## src/rtl/video_pkg.sv

```systemverilog
// Shared video definitions: coordinate and colour widths, default image size,
// and small helpers for sync edge detection and saturating position counters.
package video_pkg;

  localparam int COORD_W   = 11;
  localparam int RGB_W     = 24;
  localparam int DIFF_W    = COORD_W + 1;
  localparam int DEF_IMG_W = 64;
  localparam int DEF_IMG_H = 64;

  typedef logic [COORD_W-1:0]       coord_t;
  typedef logic [RGB_W-1:0]         rgb_t;
  typedef logic signed [DIFF_W-1:0] diff_t;
  typedef logic [DIFF_W-1:0]        dist_t;

  localparam coord_t COORD_MAX = '1;

  // One beat of the video stream as it travels down the delay line.
  typedef struct packed {
    logic de;
    logic hsync;
    logic vsync;
    rgb_t pixel;
  } video_beat_t;

  function automatic logic rise_edge(input logic cur, input logic prev);
    return cur & ~prev;
  endfunction

  function automatic logic fall_edge(input logic cur, input logic prev);
    return ~cur & prev;
  endfunction

  // Counters stick at the top value instead of wrapping to 0.
  function automatic coord_t sat_inc(input coord_t v);
    return (v == COORD_MAX) ? v : v + coord_t'(1);
  endfunction

  // Signed distance between two unsigned coordinates.
  function automatic diff_t coord_diff(input coord_t a, input coord_t b);
    return $signed({1'b0, a}) - $signed({1'b0, b});
  endfunction

  // Magnitude of a difference; operands never reach the most negative value.
  function automatic dist_t coord_dist(input diff_t d);
    return d[DIFF_W-1] ? dist_t'(-d) : dist_t'(d);
  endfunction

endpackage

```

## src/rtl/video_pos_counter.sv

```systemverilog
// Tracks the column/row of the pixel currently on the input from de and vsync.
// col/row describe the present cycle; frame_start flags the vsync rising edge.
module video_pos_counter
  import video_pkg::*;
(
  input  logic               clk,
  input  logic               rst_n,
  input  logic               de,
  input  logic               vsync,
  output logic [COORD_W-1:0] col,
  output logic [COORD_W-1:0] row,
  output logic               frame_start
);

  logic   de_q;
  logic   vsync_q;
  logic   line_end;
  coord_t col_cnt;
  coord_t row_cnt;

  always_comb begin
    frame_start = rise_edge(vsync, vsync_q);
    line_end    = fall_edge(de, de_q);
    // A pixel coinciding with the vsync rise already belongs to the new frame.
    col         = frame_start ? '0 : col_cnt;
    row         = frame_start ? '0 : row_cnt;
  end

  // NOTE: sequential state uses non-blocking assignments so every register
  // samples pre-edge values, independent of statement order.
  always_ff @(posedge clk or negedge rst_n) begin
    if (!rst_n) begin
      de_q    <= 1'b0;
      vsync_q <= 1'b0;
      col_cnt <= '0;
      row_cnt <= '0;
    end else begin
      de_q    <= de;
      vsync_q <= vsync;
      if (frame_start) begin
        col_cnt <= {{(COORD_W-1){1'b0}}, de};
        row_cnt <= '0;
      end else if (line_end) begin
        col_cnt <= '0;
        row_cnt <= sat_inc(row_cnt);
      end else if (de) begin
        col_cnt <= sat_inc(col_cnt);
      end
    end
  end

endmodule

```

## src/rtl/centroid_marker.sv

```systemverilog
// Draws a clipped crosshair at the latched centroid onto a passing video stream.
// Stage 1 registers the beat and the hit flag; stage 2 applies the overlay colour.
module centroid_marker
  import video_pkg::*;
#(
  parameter int          IMG_W    = DEF_IMG_W,
  parameter int          IMG_H    = DEF_IMG_H,
  parameter int          ARM_LEN  = 4,
  parameter logic [23:0] MARK_RGB = 24'hFF0000
) (
  input  logic        clk,
  input  logic        rst_n,
  input  logic        de,
  input  logic        hsync,
  input  logic        vsync,
  input  logic [23:0] pixel_in,
  input  logic [10:0] x,
  input  logic [10:0] y,
  input  logic        enable,
  output logic        de_out,
  output logic        hsync_out,
  output logic        vsync_out,
  output logic [23:0] pixel_out,
  output logic        mark_valid
);

  localparam coord_t IMG_W_C = coord_t'(IMG_W);
  localparam coord_t IMG_H_C = coord_t'(IMG_H);
  localparam dist_t  ARM_LIM = dist_t'(ARM_LEN);

  coord_t      col;
  coord_t      row;
  logic        frame_start;

  coord_t      xc;
  coord_t      yc;
  coord_t      cx;
  coord_t      cy;
  logic        valid_now;
  logic        centroid_ok;
  logic        pos_in_img;
  dist_t       dx_abs;
  dist_t       dy_abs;
  logic        on_vert_arm;
  logic        on_horz_arm;
  logic        hit;

  video_beat_t s1_beat;
  logic        s1_hit;

  video_pos_counter u_pos (
    .clk         (clk),
    .rst_n       (rst_n),
    .de          (de),
    .vsync       (vsync),
    .col         (col),
    .row         (row),
    .frame_start (frame_start)
  );

  always_ff @(posedge clk or negedge rst_n) begin
    if (!rst_n) begin
      xc         <= '0;
      yc         <= '0;
      mark_valid <= 1'b0;
    end else if (frame_start) begin
      xc         <= x;
      yc         <= y;
      mark_valid <= 1'b1;
    end
  end

  // The frame-start pixel already uses the freshly captured centroid.
  always_comb begin
    cx          = frame_start ? x : xc;
    cy          = frame_start ? y : yc;
    valid_now   = frame_start | mark_valid;
    centroid_ok = (cx < IMG_W_C) && (cy < IMG_H_C);
    pos_in_img  = (col < IMG_W_C) && (row < IMG_H_C);
    dx_abs      = coord_dist(coord_diff(col, cx));
    dy_abs      = coord_dist(coord_diff(row, cy));
    on_vert_arm = (col == cx) && (dy_abs <= ARM_LIM);
    on_horz_arm = (row == cy) && (dx_abs <= ARM_LIM);
    hit         = de && enable && valid_now && centroid_ok && pos_in_img &&
                  (on_vert_arm || on_horz_arm);
  end

  always_ff @(posedge clk or negedge rst_n) begin
    if (!rst_n) begin
      s1_beat <= '0;
      s1_hit  <= 1'b0;
    end else begin
      s1_beat <= '{de: de, hsync: hsync, vsync: vsync, pixel: pixel_in};
      s1_hit  <= hit;
    end
  end

  // hit is only ever set alongside de, so blanking pixels pass unchanged.
  always_ff @(posedge clk or negedge rst_n) begin
    if (!rst_n) begin
      de_out    <= 1'b0;
      hsync_out <= 1'b0;
      vsync_out <= 1'b0;
      pixel_out <= '0;
    end else begin
      de_out    <= s1_beat.de;
      hsync_out <= s1_beat.hsync;
      vsync_out <= s1_beat.vsync;
      pixel_out <= s1_hit ? MARK_RGB : s1_beat.pixel;
    end
  end

endmodule

```

## config.mk

```make
export PLATFORM = sky130hd
export DESIGN_NAME = centroid_marker
export DESIGN_NICKNAME = d
export VERILOG_FILES = /design/src/rtl/video_pkg.sv /design/src/rtl/video_pos_counter.sv /design/src/rtl/centroid_marker.sv
export SDC_FILE = /design/constraint.sdc
export NUM_CORES = 1
export LEC_CHECK = 0
export BUFFER_PORTS_ARGS = -buffer_cell sky130_fd_sc_hd__buf_2
export CORE_ASPECT_RATIO = 0.6
export CORE_MARGIN = 2
export CORE_UTILIZATION = 52
export CTS_CLUSTER_SIZE = 20
export DETAILED_ROUTE_END_ITERATION = 10
export GPL_TIMING_DRIVEN = 0
export MAX_ROUTING_LAYER = met4
export PLACE_DENSITY = 0.77
export SETUP_SLACK_MARGIN = 0.2
export SLEW_MARGIN = 15
export SYNTH_ARGS = -nofsm -noshare
export SYNTH_HDL_FRONTEND = slang
export SYNTH_SLANG_ARGS = --single-unit
```

## constraint.sdc

```tcl
create_clock -name clk -period 4.23 [get_ports clk]
set_input_delay 0.423 -clock clk [delete_from_list [all_inputs] [get_ports clk]]
set_output_delay 0.423 -clock clk [all_outputs]
set_load 0.005 [all_outputs]
```

Word-level counts from Yosys, hierarchy flattened:

Cells that the tools add are included.

* $add $sub $neg: 6
* bitwise operators: 5
* divide/modulo/power cells: 0
* mux-type cells: 14
* $mul: 0
* reduce and logical (&&, ||, !) cells: 14
* equality and inequality tests: 6
* shift-type cells: 0
* magnitude comparators: 6

Operators with widths (count)
* 11-bit two-way mux: 11
* 11-bit by 7-bit less-than comparator with 1-bit output (second input constant): 4
* 12-bit by 3-bit <= comparator with 1-bit output (second input constant): 2
* 12-bit two-way mux: 2
* 24-bit two-way mux: 1
* 12-bit negation: 2
* 11-bit by 11-bit subtractor with 12-bit output: 2
* 11-bit by 1-bit adder with 11-bit output (second input constant): 2
* 11-bit equality test: 2
* 11-bit equality test (second input constant): 2
* 1-bit logical AND: 9
* 2-bit AND reduction: 2
* 3-bit by 2-bit != test with 1-bit output (second input constant): 1
* 3-bit nonzero test: 1
* 1-bit bitwise AND: 2
* 2-bit != test (second input constant): 1
* 1-bit NOT: 2
* 2-bit nonzero test: 1
* 1-bit logical OR: 1
* 1-bit OR: 1

* ROM bits: 0
* bits in registers: 100
* memories: 0
* memory bits (writable): 0
* input port bits: 52
* latch bits: 0
* output and inout port bits: 28
* logic and storage cells: 65

Longest topological paths before layout:

* word-level depth: 10
* gate-level depth with buffers: 18
* mapped depth without buffers: 15

Cells and area by module:

A second synthesis with hierarchy kept.

* cells, all modules: 554
* area total of the unflattened synthesis: 5674.2 um2

By module, submodules not included
* centroid_marker: area an instance 4106.4 um2, sequential area each 1951.9 um2, times used 1, cells an instance 381
* video_pos_counter: area an instance 1567.8 um2, sequential area each 600.6 um2, times used 1, cells an instance 173

Worst setup path after synthesis:

No wires, ideal clock.

* kind: input-to-reg
* start: in vsync
* end: reg s1_hit
* setup time: 68 ps
* stages on the path: 15
* required time: 4162 ps
* buffers on the path: 3
* setup slack: -51 ps
* arrival time: 4214 ps
* cell sequence: nand2b_1 > clkbuf_1 > buf_1 > clkbuf_1 > mux2i_1 > fa_1 > a21o_1 > a21oi_1 > xnor2_1 > or4b_4 > nor2_1 > o22ai_1 > a2111oi_2 > o2111a_1 > a32o_1

* longest elaborated chain between the ends: 9
* elaborated cells on any way between the ends: 29
* classes of those cells: add/sub: 4; order compare: 6; eq/ne: 2; mux: 6; bitwise: 2; reduce/logical: 9

Ends and longest elaborated chain
* from (decl): line centroid_marker.sv:15 `input logic vsync,`
* 1-bit bitwise AND *: line video_pkg.sv:27 `return cur & ~prev;`
* 11-bit two-way mux, on equally long branches
* 11-bit by 11-bit subtractor with 12-bit output: line video_pkg.sv:41 `return $signed({1'b0, a}) - $signed({1'b0, b});`
* 12-bit negation: line video_pkg.sv:46 `return d[DIFF_W-1] ? dist_t'(-d) : dist_t'(d);`
* 12-bit two-way mux: line video_pkg.sv:46
* 12-bit by 3-bit <= comparator with 1-bit output, on equally long branches: line centroid_marker.sv:82, centroid_marker.sv:83
* 1-bit logical AND, on equally long branches: line centroid_marker.sv:82, centroid_marker.sv:83
* 1-bit logical OR: line centroid_marker.sv:85 `(on_vert_arm || on_horz_arm);`
* 1-bit logical AND *: line centroid_marker.sv:84 `hit = de && enable && valid_now && centroid_ok && pos_in_img &&`
* via hit: line centroid_marker.sv:46 `logic hit;`
* to (signal assigned): line centroid_marker.sv:94 `s1_hit <= hit;`
* to (decl): line centroid_marker.sv:49 `logic s1_hit;`

Mark *: on every way through the listed nets, which the timed path passes. The rest lies on a longest branch.
A chain may end at the register's enable or synchronous reset.

Worst setup path in the final report:

* start: reg u_pos.vsync_q
* end: reg s1_hit

* longest elaborated chain between the ends: 10
* elaborated cells on any way between the ends: 30
* classes of those cells: add/sub: 4; order compare: 6; eq/ne: 2; mux: 6; bitwise: 3; reduce/logical: 9

Ends and longest elaborated chain
* from (decl): line video_pos_counter.sv:16 `logic vsync_q;`
* from (signal assigned): line video_pos_counter.sv:39 `vsync_q <= vsync;`
* 1-bit NOT *: line video_pkg.sv:27
* 1-bit bitwise AND *: line video_pkg.sv:27
* 11-bit two-way mux, on equally long branches
* 11-bit by 11-bit subtractor with 12-bit output: line video_pkg.sv:41
* 12-bit negation: line video_pkg.sv:46
* 12-bit two-way mux: line video_pkg.sv:46
* 12-bit by 3-bit <= comparator with 1-bit output, on equally long branches: line centroid_marker.sv:82, centroid_marker.sv:83
* 1-bit logical AND, on equally long branches: line centroid_marker.sv:82, centroid_marker.sv:83
* 1-bit logical OR: line centroid_marker.sv:85
* 1-bit logical AND *: line centroid_marker.sv:84
* via hit: line centroid_marker.sv:46

Marks and branches as above.

==> run metrics <==
CP top delay family simple AND/OR/NAND/NOR gates; Critical Path Max Stage Delay around 0.62 ns; GR Overflow Total 0; remaining antenna violation count 0; Worst Path Max Fanout 10; met3 Use GR 0.0556; Core ar. 9910 sq um; Yosys reg bits 100; DRC Markers 0; final WL between 10000 and 15000 um; final worst setup slack approximately 0.35 ns; # port buffers between 70 and 80; critical path type register to register; post-synthesis sequential area ratio 0.471; chip width between 100 and 150 um; clk_lat worst skew about 0.34 ns; DRT iter0 DRCs about 350; hpwl dp around 9300 um; Final Max Tran Viols 0; vias after detailed routing 4370; Total Power 2.58 mW; CTS HTree Levels 3; I/O pin cnt 80; worst path bufs/invs 3; Pleak just over 3 nW; final setup fails 0; cts bufs inserted 9; fin util 0.646; CTS clk-pin slew, worst paths about 0.080 ns; Worst Path Required 4.50 ns; Initial DRT Pass Iterations 5; Final Hold Fails 4; vias in the first global route ~4200; kind of end point of the critical path register; CTS Root Cell clkbuf_16; failing checks negative hold slack; Post-synth EDFFs 0; Die Y-Extent 82.3 um; post-route insts no fill 773; met1 Use GR 0.332; Syn. warnings 0; Multi-input gate area 2710 sq um; RR Startpoint u_pos.vsync_q; worst min-delay path class primary input to asynchronous set/reset pin; unrepaired setup endpoints after global routing false; Die Area 11100 sq um; distinct cell type count after synthesis 64; GRT Util Overall 0.246; CTS tree done; FMAX 258 MHz; Pwr Density 403 nW/um^2; P&R area growth vs syn 20.4%; number of max-cap violations 0; DR vias/cell between 5 and 6; hold_ws -0.00386 ns; initial antenna violation count 0; Mean Syn Cell Area a little under 10 sq um; Worst path most repeated cell buf_12; Fillers between 700 and 800; Starting Density 0.536; CP Launch Type register; Synth async-reset ratio 1.00; clock buffer depth 2; VDD IR max between 200 and 250 uV; dpl cells around 750; routed length per instance around 16 um; post-place setup slack -0.891 ns; row count 28; Crit-path slowest cell or4b_4; CP Cell Sequence nand2b_4 > buf_12 > buf_12 > buf_8 > mux2i_4 > ha_1 > nor2b_1 > o22ai_2 > xnor2_1 > or4b_4 > nor2_1 > o22ai_1 > a2111oi_2 > o2111a_1 > a32o_2; Final period util 0.916; Register Area about 2500 sq um; most crowded layer after global routing met2; met2 GRT Util 0.380; Worst Path Arrival 4.15 ns; Worst slew margin 0.596; largest net degree at the start of global routing 56; Nets a little over 700; syn nets 614; first-pass GRT wire length just over 20000 um; gpl congestion slightly below 0.9; Main synth FF type dfrtp_1; # diodes 0; Post-Syn Area approximately 5300 sq um; Period minus WS final 3.88 ns; layout cells sized above 1 0.227; crit path from u_pos.vsync_q; Post-Syn Instances 537; clock sinks 100; Worst Tran Pin Value 0.598 ns; status finished with violations; Worst Skew 0.00878 ns
sequential cells by signal (all words and copies together), names as in the netlist, 11 cells and up:
name	count
pixel_out	24
yc	11
u_pos.row_cnt	11
xc	11
s1_beat	25
u_pos.col_cnt	11
where the power goes:
part	leakage [nW]	internal (mW)	switching, mW	total [mW]
Sequential	1.21	1.02	0.0377	1.06
Clock	0.153	0.469	0.379	0.848
Combinational	1.68	0.277	0.394	0.670
worst paths after layout:
check                                    to  slack, ns  depth (start not counted)
worst max-delay path                 s1_hit       0.35                         15
worst min-delay path                 xc[10]     -0.004                          1
worst max register to register       s1_hit       0.35                         15
worst min register to register    hsync_out       0.35                          0
max in group asynchronous             yc[1]       3.61                          2
min in group clk                s1_beat[25]       0.18                          1
synth_stat cells (2+ instances only):
cell | count | area, sq um
a2111oi_0 | 2 | 17.5
a211oi_1 | 5 | 37.5
a21boi_0 | 3 | 22.5
a21o_1 | 5 | 37.5
a21oi_1 | 27 | 135
a221oi_1 | 2 | 17.5
a311oi_1 | 2 | 17.5
a31oi_1 | 2 | 12.5
a32o_1 | 2 | 20.0
a41oi_1 | 2 | 17.5
and2_1 | 22 | 138
and3_1 | 2 | 12.5
and4_1 | 2 | 17.5
buf_1 | 2 | 7.51
clkbuf_1 | 11 | 41.3
dfrtp_1 | 100 | 2500
fa_1 | 2 | 40.0
ha_1 | 23 | 288
inv_1 | 31 | 116
mux2i_1 | 19 | 190
nand2_1 | 44 | 165
nand2b_1 | 5 | 31.3
nand3_1 | 14 | 70.1
nand4_1 | 9 | 56.3
nor2_1 | 41 | 154
nor2b_1 | 22 | 138
nor3_1 | 13 | 65.1
nor4_1 | 6 | 37.5
nor4b_1 | 2 | 17.5
o211ai_1 | 3 | 22.5
o21a_1 | 3 | 22.5
o21ai_0 | 17 | 85.1
o22ai_1 | 4 | 25.0
o311ai_0 | 2 | 17.5
o31ai_1 | 8 | 60.1
o41ai_1 | 2 | 17.5
or2_2 | 11 | 68.8
or3_1 | 7 | 43.8
or4_1 | 2 | 15.0
xnor2_1 | 11 | 96.3
xor2_1 | 22 | 193
cell usage in the layout (no fill, tap or decap), types with 3 or more instances in the layout:
cell type and count:
inv_1 31, buf_2 79, nor3_1 13, nor2b_1 22, nor2_1 41, a211oi_1 5
o22ai_1 4, xor2_1 22, xnor2_1 10, and2_1 22, nand4_1 9, nand3_1 14
a21oi_1 25, dfrtp_1 100, o21a_1 3, clkbuf_16 9, clkbuf_1 5, mux2i_1 14
nand2_1 44, a21o_1 5, clkinv_4 3, nor4_1 6, or3_1 7, or2_2 11
o21ai_0 16, o31ai_1 7, ha_1 22, nand2b_1 4, mux2i_2 3, a21oi_2 3
o211ai_1 3, buf_4 8
cell type report:
class / instances / area share
Clock inverter: 7 / 0.0131
Tap cell: 135 / 0.0264
Timing Repair Buffer: 85 / 0.0729
Multi-Input combinational cell: 391 / 0.423
Buffer: 15 / 0.0205
Clock buffer: 9 / 0.0352
Sequential cell: 100 / 0.391
Inverter: 31 / 0.0182
stage by stage:
stage	instance area [sq um]	setup TNS [ns]	hold WS [ns]
2_1_floorplan	5320	0	0.127
3_3_place_gp	5880	-0.724	0.338
3_5_place_dp	5910	-0.891	0.342
4_1_cts	6330	0	0.0129
5_1_grt	6400	0	0.0288
6_report	6400	0	-0.00386
repair_timing:
item | 4_1_cts | 5_1_grt
resized for setup | 25 | 19
setup buffers | 3 | 2
endpoints found under the setup margin | 1 | 1
pin swaps | 3 | 6
hold buffers | 0 | 0
cloned | 0 | 0
worst reg2reg max path, delay by kind of cell (launching register included):
family	cells	cell delay, ns
compound gates	5	1.00
xor+xnor	1	0.25
fa+ha+maj	1	0.35
buf+inv	3	0.45
flops	1	0.40
mux	1	0.22
simple gates	4	1.14
logic make-up after synthesis:
group | count (synthesis) | share of synthesized area
buffers and inverters | 46 | 0.0346
adders and majority gates | 25 | 0.0617
DFF | 100 | 0.471
xor gates and xnor gates | 33 | 0.0544
muxes | 19 | 0.0358
and+or+nand+nor | 212 | 0.211
AOI/OAI and AO/OA | 102 | 0.132
metal layers:
metal  share of wire  vias to the layer above
li1                -                     2084
met1            0.45                     2092
met2            0.46                      175
met3           0.072                       19
met4           0.012                        0
met5               0                        -
Power figures use the tool's default switching activity.
